File: src/rtl/seq_det_pkg.sv
// Shared definitions for the parametrised serial pattern detector:
// detection-mode encodings and the width helper for the fill counter.
package seq_det_pkg;

  // Detection modes, held in the mode register and loaded from cfg_mode.
  localparam logic MODE_OVERLAP    = 1'b0;
  localparam logic MODE_NONOVERLAP = 1'b1;

  // Width needed to hold a fill count ranging over 0..pat_w inclusive.
  function automatic int unsigned fill_width(input int unsigned pat_w);
    return $clog2(pat_w + 32'd1);
  endfunction

endpackage

File: src/rtl/seq_detector_param_sat_counter.sv
// Saturating up-counter with synchronous clear. The clear has priority
// over an increment in the same cycle; the count holds at all-ones.
module sat_counter #(
  parameter int unsigned W = 8
) (
  input  logic         clk,
  input  logic         reset,
  input  logic         inc,
  input  logic         clr,
  output logic [W-1:0] count
);

  localparam logic [W-1:0] CNT_MAX  = {W{1'b1}};
  localparam logic [W-1:0] CNT_ZERO = {W{1'b0}};
  localparam logic [W-1:0] CNT_ONE  = {{(W-1){1'b0}}, 1'b1};

  logic [W-1:0] count_q;
  logic [W-1:0] count_d;

  // Next count: clear first, then a non-wrapping increment, else hold.
  always_comb begin
    count_d = count_q;
    if (clr) begin
      count_d = CNT_ZERO;
    end else if (inc && (count_q != CNT_MAX)) begin
      count_d = count_q + CNT_ONE;
    end else begin
      count_d = count_q;
    end
  end

  // Count register, asynchronously cleared by the active-low reset.
  always_ff @(posedge clk or negedge reset) begin
    if (!reset) begin
      count_q <= CNT_ZERO;
    end else begin
      count_q <= count_d;
    end
  end

  assign count = count_q;

endmodule

File: src/rtl/seq_detector_param.sv
// Parametrised serial pattern detector. A maskable, runtime-programmable
// PAT_W-bit pattern is compared against a qualified serial bit stream.
// The oldest bit of the window lines up with the pattern MSB. A hit
// produces a registered one-cycle pulse on out and bumps a saturating
// match counter. Overlapping or non-overlapping detection is selectable.
module seq_detector_param
  import seq_det_pkg::*;
#(
  parameter int unsigned      PAT_W    = 4,
  parameter int unsigned      CNT_W    = 8,
  parameter logic [PAT_W-1:0] DEF_PAT  = PAT_W'(4'b0110),
  parameter logic [PAT_W-1:0] DEF_MASK = {PAT_W{1'b1}}
) (
  input  logic             clk,
  input  logic             reset,
  input  logic             in,
  input  logic             in_valid,
  input  logic             cfg_load,
  input  logic [PAT_W-1:0] cfg_pat,
  input  logic [PAT_W-1:0] cfg_mask,
  input  logic             cfg_mode,
  input  logic             cnt_clr,
  output logic             out,
  output logic [CNT_W-1:0] match_count
);

  localparam int unsigned      FILL_W    = fill_width(PAT_W);
  localparam logic [FILL_W-1:0] FILL_FULL = FILL_W'(PAT_W);
  localparam logic [FILL_W-1:0] FILL_ZERO = {FILL_W{1'b0}};
  localparam logic [FILL_W-1:0] FILL_ONE  = {{(FILL_W-1){1'b0}}, 1'b1};
  localparam logic [PAT_W-1:0]  PAT_ZERO  = {PAT_W{1'b0}};

  // Registered state.
  logic [PAT_W-1:0]  history_q;
  logic [PAT_W-1:0]  history_d;
  logic [FILL_W-1:0] fill_q;
  logic [FILL_W-1:0] fill_d;
  logic [PAT_W-1:0]  pat_q;
  logic [PAT_W-1:0]  pat_d;
  logic [PAT_W-1:0]  mask_q;
  logic [PAT_W-1:0]  mask_d;
  logic              mode_q;
  logic              mode_d;
  logic              out_q;
  logic              out_d;

  // Per-edge candidate values for an accepted bit.
  logic              accept_s;
  logic [PAT_W-1:0]  history_nx_s;
  logic [FILL_W-1:0] fill_inc_s;
  logic              hit_s;

  // A configuration load wins over a bit on the same edge; that bit is dropped.
  assign accept_s     = in_valid & ~cfg_load;
  assign history_nx_s = {history_q[PAT_W-2:0], in};

  // Fill count for an accepted bit, saturating once the window is full.
  always_comb begin
    fill_inc_s = fill_q;
    if (fill_q == FILL_FULL) begin
      fill_inc_s = fill_q;
    end else begin
      fill_inc_s = fill_q + FILL_ONE;
    end
  end

  // Match: the window must be full of bits accepted since the last
  // reconfiguration, and every cared-for bit must equal the pattern.
  always_comb begin
    hit_s = 1'b0;
    if (accept_s && (fill_inc_s == FILL_FULL)) begin
      hit_s = (((history_nx_s ^ pat_q) & mask_q) == PAT_ZERO);
    end else begin
      hit_s = 1'b0;
    end
  end

  // Next-state selection for config, shift window, fill count and pulse.
  always_comb begin
    history_d = history_q;
    fill_d    = fill_q;
    pat_d     = pat_q;
    mask_d    = mask_q;
    mode_d    = mode_q;
    out_d     = 1'b0;
    if (cfg_load) begin
      // New configuration: restart the fill so no match straddles the change.
      pat_d  = cfg_pat;
      mask_d = cfg_mask;
      mode_d = cfg_mode;
      fill_d = FILL_ZERO;
      out_d  = 1'b0;
    end else if (in_valid) begin
      out_d = hit_s;
      if (hit_s && (mode_q == MODE_NONOVERLAP)) begin
        // Non-overlapping: consume the matched window; PAT_W fresh bits needed.
        fill_d    = FILL_ZERO;
        history_d = history_q;
      end else begin
        history_d = history_nx_s;
        fill_d    = fill_inc_s;
      end
    end else begin
      // Gap in the stream: hold everything, drop the pulse.
      out_d = 1'b0;
    end
  end

  // Detector registers with asynchronous active-low reset to the defaults.
  always_ff @(posedge clk or negedge reset) begin
    if (!reset) begin
      history_q <= PAT_ZERO;
      fill_q    <= FILL_ZERO;
      pat_q     <= DEF_PAT;
      mask_q    <= DEF_MASK;
      mode_q    <= MODE_OVERLAP;
      out_q     <= 1'b0;
    end else begin
      history_q <= history_d;
      fill_q    <= fill_d;
      pat_q     <= pat_d;
      mask_q    <= mask_d;
      mode_q    <= mode_d;
      out_q     <= out_d;
    end
  end

  assign out = out_q;

  sat_counter #(
    .W (CNT_W)
  ) u_match_count (
    .clk   (clk),
    .reset (reset),
    .inc   (hit_s),
    .clr   (cnt_clr),
    .count (match_count)
  );

endmodule
File: config.mk
export PLATFORM = sky130hd
export DESIGN_NAME = seq_detector_param
export DESIGN_NICKNAME = d
export VERILOG_FILES = /design/src/rtl/seq_det_pkg.sv /design/src/rtl/seq_detector_param_sat_counter.sv /design/src/rtl/seq_detector_param.sv
export SDC_FILE = /design/constraint.sdc
export NUM_CORES = 1
export LEC_CHECK = 0
export ABC_CLOCK_PERIOD_IN_PS = 2200
export CORE_ASPECT_RATIO = 0.8
export CORE_MARGIN = 1
export CORE_UTILIZATION = 48
export CTS_BUF_LIST = sky130_fd_sc_hd__clkbuf_8
export CTS_CLUSTER_SIZE = 8
export DETAILED_ROUTE_END_ITERATION = 12
export PLACE_DENSITY = 0.78
export SKIP_LAST_GASP = 1
export SLEW_MARGIN = 20
export SYNTH_ARGS = -nofsm -noshare
export SYNTH_HDL_FRONTEND = slang
export SYNTH_SLANG_ARGS = --single-unit
export TNS_END_PERCENT = 20
File: constraint.sdc
create_clock -name clk -period 2.2 [get_ports clk]
set_input_delay 0.44 -clock clk [delete_from_list [all_inputs] [get_ports clk]]
set_output_delay 0.44 -clock clk [all_outputs]
set_load 0.03 [all_outputs]
==> results of run 1 <==
==> metal layers <==
metal	global-route usage	share of wire
met1	0.265	0.40
met5	0	0
met4	0.0714	0.029
met3	0.0595	0.026
met2	0.411	0.54
==> state kept, by name, summed over array words and instances, names as in the netlist <==
register             cells
fill_q                   3
history_q                3
mask_q                   4
mode_q                   1
out                      1
pat_q                    4
u_match_count.count      8
==> cells by family after synthesis <==
logic type	after synthesis	synth area share
multiplexers	15	0.136
flip-flops	24	0.490
XOR/XNOR	5	0.0353
adder cells (fa/ha/maj)	3	0.0302
AND/OR/NAND/NOR	36	0.188
buffers and inverters	7	0.0242
AO/OA/AOI/OAI	17	0.0968
==> cell usage in the layout, fill, tap and decap left out, types with 4 or more instances in the layout <==
cell type,n
sky130_fd_sc_hd__dfrtp_1,18
sky130_fd_sc_hd__nor2_1,5
sky130_fd_sc_hd__clkbuf_8,4
sky130_fd_sc_hd__a21oi_1,4
sky130_fd_sc_hd__buf_4,19
sky130_fd_sc_hd__clkdlybuf4s50_1,22
sky130_fd_sc_hd__dfstp_2,6
sky130_fd_sc_hd__xor2_1,4
sky130_fd_sc_hd__nand2_1,6
sky130_fd_sc_hd__nand3_1,5
sky130_fd_sc_hd__mux2_2,14
==> metrics by stage <==
| step | worst slack [ns] | cells | util |
|---|---|---|---|
| final | -0.0843 | 187 | 0.742 |
| after global routing | -0.116 | 187 | 0.742 |
| after CTS | -0.0785 | 186 | 0.709 |
| after detailed placement | -0.316 | 180 | 0.667 |
| after global placement | -0.238 | 180 | 0.667 |
| after floorplan | 0.0263 | 107 | - |
==> path summary, 6_finish.rpt <==
| check | startpoint | end | cells past startpoint |
|---|---|---|---|
| max | fill_q[0]$_DFFE_PN0P_ | u_match_count.count[4]$_DFFE_PN0P_ | 8 |
| min | reset | u_match_count.count[3]$_DFFE_PN0P_ | 2 |
| max reg2reg | fill_q[0]$_DFFE_PN0P_ | u_match_count.count[4]$_DFFE_PN0P_ | 8 |
| min reg2reg | pat_q[0]$_DFFE_PN0P_ | pat_q[0]$_DFFE_PN0P_ | 1 |
| max in group asynchronous | reset | mask_q[3]$_DFFE_PN1P_ | 2 |
| min in group clk | pat_q[0]$_DFFE_PN0P_ | pat_q[0]$_DFFE_PN0P_ | 1 |
==> power by group through the flow <==
stage	sequential [mW]	combinational [mW]	clock, mW
6_report	0.514	0.186	0.303
3_3_place_gp	0.515	0.160	0
2_1_floorplan	0.511	0.0907	0
5_1_grt	0.518	0.202	0.330
3_5_place_dp	0.519	0.169	0
4_1_cts	0.511	0.172	0.303
==> repair_timing <==
item	in CTS	in global routing
endpoints found under the setup margin	11	12
gates cloned	0	0
buffers inserted	2	2
pin swaps	6	7
gates resized for setup	9	17
==> cells in the mapped netlist <==
cell                        instances  area share
sky130_fd_sc_hd__nand3_1            5       0.020
sky130_fd_sc_hd__or3_1              1      0.0050
sky130_fd_sc_hd__dfstp_2            6        0.13
sky130_fd_sc_hd__dfrtp_1           18        0.36
sky130_fd_sc_hd__a2111oi_4          1       0.022
sky130_fd_sc_hd__nand2_1            6       0.018
sky130_fd_sc_hd__xnor2_1            1      0.0071
sky130_fd_sc_hd__a21oi_1            8       0.032
sky130_fd_sc_hd__and3_2             1      0.0061
sky130_fd_sc_hd__a2111oi_0          1      0.0071
sky130_fd_sc_hd__buf_1              1      0.0030
sky130_fd_sc_hd__a22oi_1            1      0.0061
sky130_fd_sc_hd__and3b_1            1      0.0071
sky130_fd_sc_hd__nand4_4            1       0.017
sky130_fd_sc_hd__a31oi_1            1      0.0050
sky130_fd_sc_hd__and4_1             2       0.014
sky130_fd_sc_hd__nor4b_1            1      0.0071
sky130_fd_sc_hd__buf_4              1      0.0061
sky130_fd_sc_hd__nor4_1             1      0.0050
sky130_fd_sc_hd__o31ai_1            2       0.012
sky130_fd_sc_hd__inv_1              4       0.012
sky130_fd_sc_hd__xor2_1             4       0.028
sky130_fd_sc_hd__or2b_1             1      0.0061
sky130_fd_sc_hd__and4b_2            1      0.0091
sky130_fd_sc_hd__and3_1             1      0.0050
sky130_fd_sc_hd__nor2b_1            2       0.010
sky130_fd_sc_hd__clkbuf_1           1      0.0030
sky130_fd_sc_hd__or3_2              2       0.012
sky130_fd_sc_hd__nor3_1             1      0.0040
sky130_fd_sc_hd__o21ai_0            3       0.012
sky130_fd_sc_hd__nor2_1             5       0.015
sky130_fd_sc_hd__or4_1              1      0.0061
sky130_fd_sc_hd__ha_1               3       0.030
sky130_fd_sc_hd__and2_1             1      0.0050
sky130_fd_sc_hd__nand4bb_1          1      0.0091
sky130_fd_sc_hd__and2b_1            1      0.0061
sky130_fd_sc_hd__mux2_2            15        0.14
==> area by class of cell <==
| class | count | area, µm² | share of cell area |
|---|---|---|---|
| Tap cell | 36 | 45.0 | 0.0249 |
| Timing Repair Buffer | 43 | 383 | 0.211 |
| Sequential cell | 24 | 608 | 0.336 |
| Clock buffer | 4 | 55.1 | 0.0304 |
| Multi-Input combinational cell | 76 | 706 | 0.390 |
| Inverter | 4 | 15.0 | 0.00829 |
==> reports/results.ini, run 1 <==
[run_status]
run_status=finished with violations
violated_checks=negative setup slack

[floorplanning]
floorplan.rows=16
floorplan.core_area_um2=2440
x_dimension_of_the_die_um=58.9
die_h_um=47.5
die_area_um2=2790
design.portCount=24
start_util=0.508

[drt]
via_count=1019
antenna_left=0
wire_per_inst_um=16.3
detailedRoute.firstIterationViolations=13
vias_per_cell=5.45
drt_pre_antenna_iters=4
finalWirelength_mm=3.05
route.detailed.drc=0

[cells_and_area]
final_area_um2=1810
final_layout_size_suffix_gt1_frac=0.450
fill_cells=178
antennaDiodeCount=0
layout-area-overhead-vs-synth_pct=46.0
design.final.nets=170

[worst_setup_path]
setup.worst_path.end_class=flop
timing.critical_path.required_ns=2.36
timing.critical_path.fanout_max=7
crit_path_start_kind=flop
cp_data_arrival_time_ns=2.44
cp_common_cell=sky130_fd_sc_hd__inv_2
worst_path_max_delay_cell=sky130_fd_sc_hd__dfrtp_1
buffers_inverters_on_critical_path=2
crit_family=simple AND/OR/NAND/NOR gates
crit_path_cell_trace=inv_2 -> ha_4 -> and3b_2 -> a2111oi_4 -> nand4_4 -> inv_2 -> and4_4 -> mux2_4
rrSetupSlack_ns=-0.08
path_class=reg2reg
slowest_delay_ns=0.42

[clock_tree]
cts.hold.buffers_added=0
clockRootBuffer=sky130_fd_sc_hd__clkbuf_8
cts.path.max_buffers=2
tritoncts_num_sinks=24
cts.htree.levels=1
tritoncts=built
skew_pair_late_insertion_delay_ns=0.27
path_clk_slew_ns=0.09
cts_inserted_buffers=3

[timing]
grt_setup_unrepaired=yes
worst_slew_pin_tran_ns=0.430
timing.final.crit_period_ns=2.28
report.final.setup_viol=9
setup_total_negative_slack_ns=-0.322
worst_slew_margin_rel=0.712
final_max_slew_viol_count=0
fin_ws_ns=-0.0843
hold_ws_ns=0.513
final_hold_viol_count=0
final.period_utilization=1.04
worst_clock_skew_ns=0.00838
fmax_mhz=438

[power]
p_comb_frac=0.186
power_mw=1.00
pwr_density_cell_nw_per_um2=554
vdd_ir_drop_max_uv=435
internal-power_mw=0.747
clockPowerShare=0.303
power_switching_mw=0.256
power.static_leakage_nw=0.737
pwr-share-seq=0.512
switching_fraction=0.255

[placement]
numPortBuffers=23
routabilityCongestion=0.745
placed_area_um2=1630
detail_placement_hpwl_mm=2.05

[logic_synthesis]
post_synth_inst_count=107
netlist_area_um2=1240
synth.distinct_cells=37
yosysWarnings=0
synth_seq_cells=24
synth.yosys.seq_area_share=0.490
mappedNetlistNets=125
avgSynthCellArea_um2=11.6

[grt]
grt_pass1_vias=942
antenna_found_initial=0
global_route.usage.total=0.224
global_route_congestion_overflow_total=0
grt_max_degree=25
global_route_wire_length_before_repair_mm=4.35

[hold_path]
timing.hold.worst.class=in2async

[flow_run]
drv.max_cap_violation_count=0

(Power assumes the default switching activity.)
==> inputs of run 2 (changes only) <==
--- a/config.mk
+++ b/config.mk
@@ -5,15 +5,15 @@
 export SDC_FILE = /design/constraint.sdc
 export NUM_CORES = 1
 export LEC_CHECK = 0
-export ABC_CLOCK_PERIOD_IN_PS = 2200
+export ABC_AREA = 1
+export ABC_CLOCK_PERIOD_IN_PS = 2300
 export CORE_ASPECT_RATIO = 0.8
 export CORE_MARGIN = 1
-export CORE_UTILIZATION = 48
+export CORE_UTILIZATION = 53
 export CTS_BUF_LIST = sky130_fd_sc_hd__clkbuf_8
 export CTS_CLUSTER_SIZE = 8
 export DETAILED_ROUTE_END_ITERATION = 12
-export PLACE_DENSITY = 0.78
-export SKIP_LAST_GASP = 1
+export PLACE_DENSITY = 0.81
 export SLEW_MARGIN = 20
 export SYNTH_ARGS = -nofsm -noshare
 export SYNTH_HDL_FRONTEND = slang
==> constraint.sdc (replaced) <==
create_clock -name clk -period 2.3 [get_ports clk]
set_input_delay 0.46 -clock clk [delete_from_list [all_inputs] [get_ports clk]]
set_output_delay 0.46 -clock clk [all_outputs]
set_load 0.03 [all_outputs]
==> reports/results.ini, run 2 <==
[run_status]
run_status=finished with violations
violated_checks=design-rule violations

[logic_synthesis]
yosys.area_share.simple=0.390
synth-xor-area-share=0.0268
synth_seq_cells=24
synth_compound_gate_area_share=0.0230
yosysWarnings=0
ys_top_cells_by_area=sky130_fd_sc_hd__dfrtp_1 34%, sky130_fd_sc_hd__nand2_1 20%, sky130_fd_sc_hd__dfstp_2 12%, sky130_fd_sc_hd__nand3_1 8.4%, sky130_fd_sc_hd__inv_1 5.5%
muxShareOfSynthArea=0
synth.yosys.seq_area_share=0.465
post_synth_inst_count=172
synth_largest_area_cell=sky130_fd_sc_hd__dfrtp_1
synth.distinct_cells=22
fraction_of_post_synthesis_cell_area_in_the_top_cell_type_by_area=0.344
dominantRegCellSynth=sky130_fd_sc_hd__dfrtp_1
combinational_family_with_the_most_area_after_synthesis=simple AND/OR/NAND/NOR gates
share_of_flip_flops_with_an_asynchronous_set_or_reset_after_synthesis=1.00
yosys.cell_count.top_type=sky130_fd_sc_hd__nand2_1
avgSynthCellArea_um2=7.60
yosys-top-cells-count=68 x sky130_fd_sc_hd__nand2_1, 22 x sky130_fd_sc_hd__nand3_1, 19 x sky130_fd_sc_hd__inv_1
netlist_area_um2=1310
synth_fa_ha_area_frac=0.0287
mappedNetlistNets=190
synth-edff-count=0

[cells_and_area]
max_reg_flops=8
leading_cell_type_in_the_layout_fill_and_taps_excluded=sky130_fd_sc_hd__nand2_1
final_area_um2=1640
final_cell_mix=68 x sky130_fd_sc_hd__nand2_1, 23 x sky130_fd_sc_hd__clkdlybuf4s50_1, 22 x sky130_fd_sc_hd__nand3_1, 19 x sky130_fd_sc_hd__inv_1, 18 x sky130_fd_sc_hd__dfrtp_1
design.final.nets=219
layout-area-overhead-vs-synth_pct=25.4
fill_cells=186
final_layout_size_suffix_gt1_frac=0.105
antennaDiodeCount=0

[worst_setup_path]
timing.rr.end=u_match_count.count[0]$_DFFE_PN0P_
path_class=reg2out
rrSetupSlack_ns=0.61
worstSetupStartpoint=u_match_count.count[6]$_DFFE_PN0P_
slowest_delay_ns=0.71
setup.worst_path.end_class=primary output
cp_data_arrival_time_ns=1.44
crit_path_cell_trace=clkdlybuf4s50_1
crit_path_start_kind=flop
buffers_inverters_on_critical_path=1
timing.critical_path.fanout_max=6
reg2regPathDepth=11
crit_family=buffers and inverters
worst_path_max_delay_cell=sky130_fd_sc_hd__clkdlybuf4s50_1
timing.critical_path.required_ns=1.84
critical_path.reg2reg.startpoint=fill_q[0]$_DFFE_PN0P_

[grt]
grt_max_degree=25
global_route.usage.total=0.243
global_route_congestion_overflow_total=0
global_route_wire_length_before_repair_mm=4.69
grt_pass1_vias=1080
antenna_found_initial=0

[timing]
timing.final.crit_period_ns=1.90
report.final.setup_viol=0
setup_total_negative_slack_ns=0
grt_setup_unrepaired=no
worst_slew_pin_tran_ns=0.330
final_max_slew_viol_count=0
worst_slew_margin_rel=0.778
hold_ws_ns=0.472
fmax_mhz=526
worst_clock_skew_ns=0.00430
final.period_utilization=0.826
final_hold_viol_count=0

[clock_tree]
cts.hold.buffers_added=0
tritoncts=built
cts.htree.levels=1
post-cts-setup-buffers=0
cts.path.max_buffers=2
tritoncts_num_sinks=24
post_cts_resized=0
skew_pair_late_insertion_delay_ns=0.27
cts_inserted_buffers=3
path_clk_slew_ns=0.08
clockRootBuffer=sky130_fd_sc_hd__clkbuf_8

[floorplanning]
start_util=0.585
die_area_um2=2670
floorplan.rows=15
die_h_um=46.4
design.portCount=24
floorplan.core_area_um2=2230
x_dimension_of_the_die_um=57.5

[drt]
finalWirelength_mm=2.76
wire_per_inst_um=12.2
via_count=1143
vias_per_cell=5.08
detailedRoute.firstIterationViolations=45
drt_pre_antenna_iters=8
route.detailed.drc=1
antenna_left=0

[hold_path]
timing.hold.worst.class=reg2reg
whs_path_depth=2
hp-start=mask_q[2]$_DFFE_PN1P_
worst_hold_endpoint=mask_q[2]$_DFFE_PN1P_

[placement]
numPortBuffers=23
routabilityCongestion=0.761
detail_placement_hpwl_mm=2.05
placed_area_um2=1580

[flow_run]
drv.max_cap_violation_count=0

[power]
pwr-share-seq=0.517
clockPowerShare=0.301
power.static_leakage_nw=0.799
vdd_ir_drop_max_uv=504
power_mw=0.948
power_switching_mw=0.261
internal-power_mw=0.687
pwr_density_cell_nw_per_um2=578
p_comb_frac=0.183
switching_fraction=0.276

==> run 2: changes by cell type after synthesis, sizes merged, moves of 3 or more <==
cell	change
nand2	+63
or3	-3
o21ai	+3
mux2	-15
inv	+16
a21oi	-8
nor2	+8
nand3	+19
==> run 2: per-stage QoR <==
stage / setup slack (ns) / cells / util
2_1_floorplan: 0.665 / 172 / -
3_3_place_gp: 0.387 / 221 / 0.709
3_5_place_dp: 0.326 / 221 / 0.709
4_1_cts: 0.399 / 225 / 0.734
5_1_grt: 0.343 / 225 / 0.734
6_report: 0.400 / 225 / 0.734
==> run 2: layout make-up <==
type | instances | area, µm² | area share
timing repair buffer | 26 | 253 | 0.154
inverter | 21 | 78.8 | 0.0481
sequential | 24 | 608 | 0.371
clock buffer | 4 | 55.1 | 0.0336
tap | 25 | 31.3 | 0.0191
multi-input combinational | 125 | 613 | 0.374
==> run 2: how the worst max path moves through the flow <==
stage                                                     to  cells past startpoint
after CTS                                     match_count[6]                      1
after global placement    u_match_count.count[2]$_DFFE_PN0P_                      9
after global routing                          match_count[6]                      1
after detailed placement  u_match_count.count[0]$_DFFE_PN0P_                      9
after floorplan           u_match_count.count[0]$_DFFE_PN0P_                      8
final                                         match_count[6]                      1
==> run 2: kinds of logic (layout without fill, tap and decap cells) <==
family / count (synthesis) / count (layout)
buffers and inverters: 23 / 51
and+or+nand+nor: 112 / 112
xor gates and xnor gates: 4 / 4
adders and majority gates: 3 / 3
DFF: 24 / 24
AOI/OAI and AO/OA: 6 / 6
==> run 2: layer usage <==
layer  wire, µm  GRT usage  vias up
met5          0          0        -
met4         34     0.0683        0
met3        146     0.0843        6
met2       1280      0.412       25
met1       1290      0.298      517
li1           -          -      595
==> run 2: power by group through the flow <==
stage | combinational (mW) | sequential, mW | clock [mW]
floorplan | 0.0899 | 0.502 | 0
global placement | 0.166 | 0.494 | 0
detailed placement | 0.172 | 0.496 | 0
CTS | 0.174 | 0.489 | 0.293
global route | 0.198 | 0.495 | 0.306
finish | 0.173 | 0.490 | 0.285
==> inputs of run 3 (changes only) <==
--- a/config.mk
+++ b/config.mk
@@ -6,7 +6,7 @@
 export NUM_CORES = 1
 export LEC_CHECK = 0
 export ABC_AREA = 1
-export ABC_CLOCK_PERIOD_IN_PS = 2300
+export ABC_CLOCK_PERIOD_IN_PS = 2000
 export CORE_ASPECT_RATIO = 0.8
 export CORE_MARGIN = 1
 export CORE_UTILIZATION = 53
==> constraint.sdc (replaced) <==
create_clock -name clk -period 2 [get_ports clk]
set_input_delay 0.4 -clock clk [delete_from_list [all_inputs] [get_ports clk]]
set_output_delay 0.4 -clock clk [all_outputs]
set_load 0.03 [all_outputs]
==> reports/results.ini, run 3 (synthesized netlist as in run 2, its figures left out) <==
[run_status]
run_status=finished with violations
violated_checks=design-rule violations

[worst_setup_path]
timing.critical_path.required_ns=1.60
crit_family=buffers and inverters
slowest_delay_ns=0.71
number_of_cells_on_the_critical_path=1
worst_path_max_delay_cell=sky130_fd_sc_hd__clkdlybuf4s50_1
reg2regPathDepth=11
crit_path_cell_trace=clkdlybuf4s50_1
path_class=reg2out
crit_path_start_kind=flop
cp_data_arrival_time_ns=1.43
buffers_inverters_on_critical_path=1
setup.worst_path.end_class=primary output
timing.critical_path.fanout_max=6

[power]
pwr_density_cell_nw_per_um2=641
p_comb_frac=0.194
clockPowerShare=0.271
power_mw=1.05
vdd_ir_drop_max_uv=617
pwr-share-seq=0.535
power.static_leakage_nw=0.803
power_switching_mw=0.297
switching_fraction=0.283
internal-power_mw=0.753

[flow_run]
drv.max_cap_violation_count=0

[placement]
routabilityCongestion=0.778
detail_placement_hpwl_mm=2.12
numPortBuffers=23

[drt]
antenna_left=0
route.detailed.drc=1
drt_pre_antenna_iters=8
finalWirelength_mm=2.76
wire_per_inst_um=12.2
detailedRoute.firstIterationViolations=58
via_count=1192
vias_per_cell=5.27

[clock_tree]
post-cts-setup-buffers=0
tritoncts=built
skew_pair_late_insertion_delay_ns=0.27
cts.hold.buffers_added=0
tritoncts_num_sinks=24
cts.path.max_buffers=2
post_cts_resized=0
cts_inserted_buffers=3
path_clk_slew_ns=0.08
cts.htree.levels=1
clockRootBuffer=sky130_fd_sc_hd__clkbuf_8

[timing]
setup_total_negative_slack_ns=0
final.period_utilization=0.914
report.final.setup_viol=0
final_hold_viol_count=0
final_max_slew_viol_count=0
worst_clock_skew_ns=0.0105
timing.final.crit_period_ns=1.83
hold_ws_ns=0.465
worst_slew_pin_tran_ns=0.321
fmax_mhz=547
worst_slew_margin_rel=0.785
grt_setup_unrepaired=no

[cells_and_area]
final_layout_size_suffix_gt1_frac=0.104
design.final.nets=220
layout-area-overhead-vs-synth_pct=25.2
antennaDiodeCount=0
final-seq-area_um2=608
finish.utilization=0.733
multi_input_area_um2=613
max_reg_flops=8
final_cell_mix=68 x sky130_fd_sc_hd__nand2_1, 23 x sky130_fd_sc_hd__clkdlybuf4s50_1, 22 x sky130_fd_sc_hd__nand3_1, 20 x sky130_fd_sc_hd__inv_1, 18 x sky130_fd_sc_hd__dfrtp_1
fill_cells=182
leading_cell_type_in_the_layout_fill_and_taps_excluded=sky130_fd_sc_hd__nand2_1

[hold_path]
timing.hold.worst.class=in2async

[floorplanning]
die_h_um=46.4
x_dimension_of_the_die_um=57.5
start_util=0.585
die_area_um2=2670
floorplan.core_area_um2=2230
design.portCount=24
floorplan.rows=15

[grt]
global_route.usage.total=0.241
global_route_wire_length_before_repair_mm=4.71
global_route_congestion_overflow_total=0
grt_max_degree=25
grt_pass1_vias=1086
antenna_found_initial=0

[run 3: worst paths after layout]
check | to | slack [ns] | start
setup / recovery | match_count[6] | 0.17 | u_match_count.count[6]$_DFFE_PN0P_
hold / removal | fill_q[0]$_DFFE_PN0P_ | 0.47 | reset
setup reg to reg | u_match_count.count[2]$_DFFE_PN0P_ | 0.31 | fill_q[0]$_DFFE_PN0P_
hold reg to reg | mask_q[1]$_DFFE_PN1P_ | 0.47 | mask_q[1]$_DFFE_PN1P_
max in group asynchronous | mask_q[3]$_DFFE_PN1P_ | 1.23 | reset
min in group clk | mask_q[1]$_DFFE_PN1P_ | 0.47 | mask_q[1]$_DFFE_PN1P_
[run 3: area by class of cell]
type / instances / share of cell area
Timing Repair Buffer: 27 / 0.159
Tap cell: 25 / 0.0191
Clock inverter: 1 / 0.00229
Sequential cell: 24 / 0.372
Inverter: 21 / 0.0482
Clock buffer: 3 / 0.0252
Multi-Input combinational cell: 125 / 0.375
[run 3: power by group through the flow]
stage / sequential, mW / combinational [mW] / clock, mW
floorplan: 0.577 / 0.103 / 0
global placement: 0.568 / 0.193 / 0
detailed placement: 0.569 / 0.203 / 0
CTS: 0.561 / 0.205 / 0.296
global route: 0.567 / 0.231 / 0.313
finish: 0.562 / 0.204 / 0.284
[run 3: stage by stage]
| stage | std cells | setup WS [ns] | area, µm² |
|---|---|---|---|
| 2_1_floorplan | 172 | 0.365 | 1310 |
| 3_3_place_gp | 222 | 0.209 | 1590 |
| 3_5_place_dp | 222 | 0.141 | 1590 |
| 4_1_cts | 226 | 0.166 | 1640 |
| 5_1_grt | 226 | 0.0932 | 1640 |
| 6_report | 226 | 0.172 | 1640 |
[run 3: routing by layer]
layer | GRT usage | wire (µm) | vias up
met3 | 0.0590 | 139 | 6
met4 | 0.102 | 48 | 0
met5 | 0 | 0 | -
met2 | 0.402 | 1340 | 35
met1 | 0.305 | 1230 | 549
li1 | - | - | 602
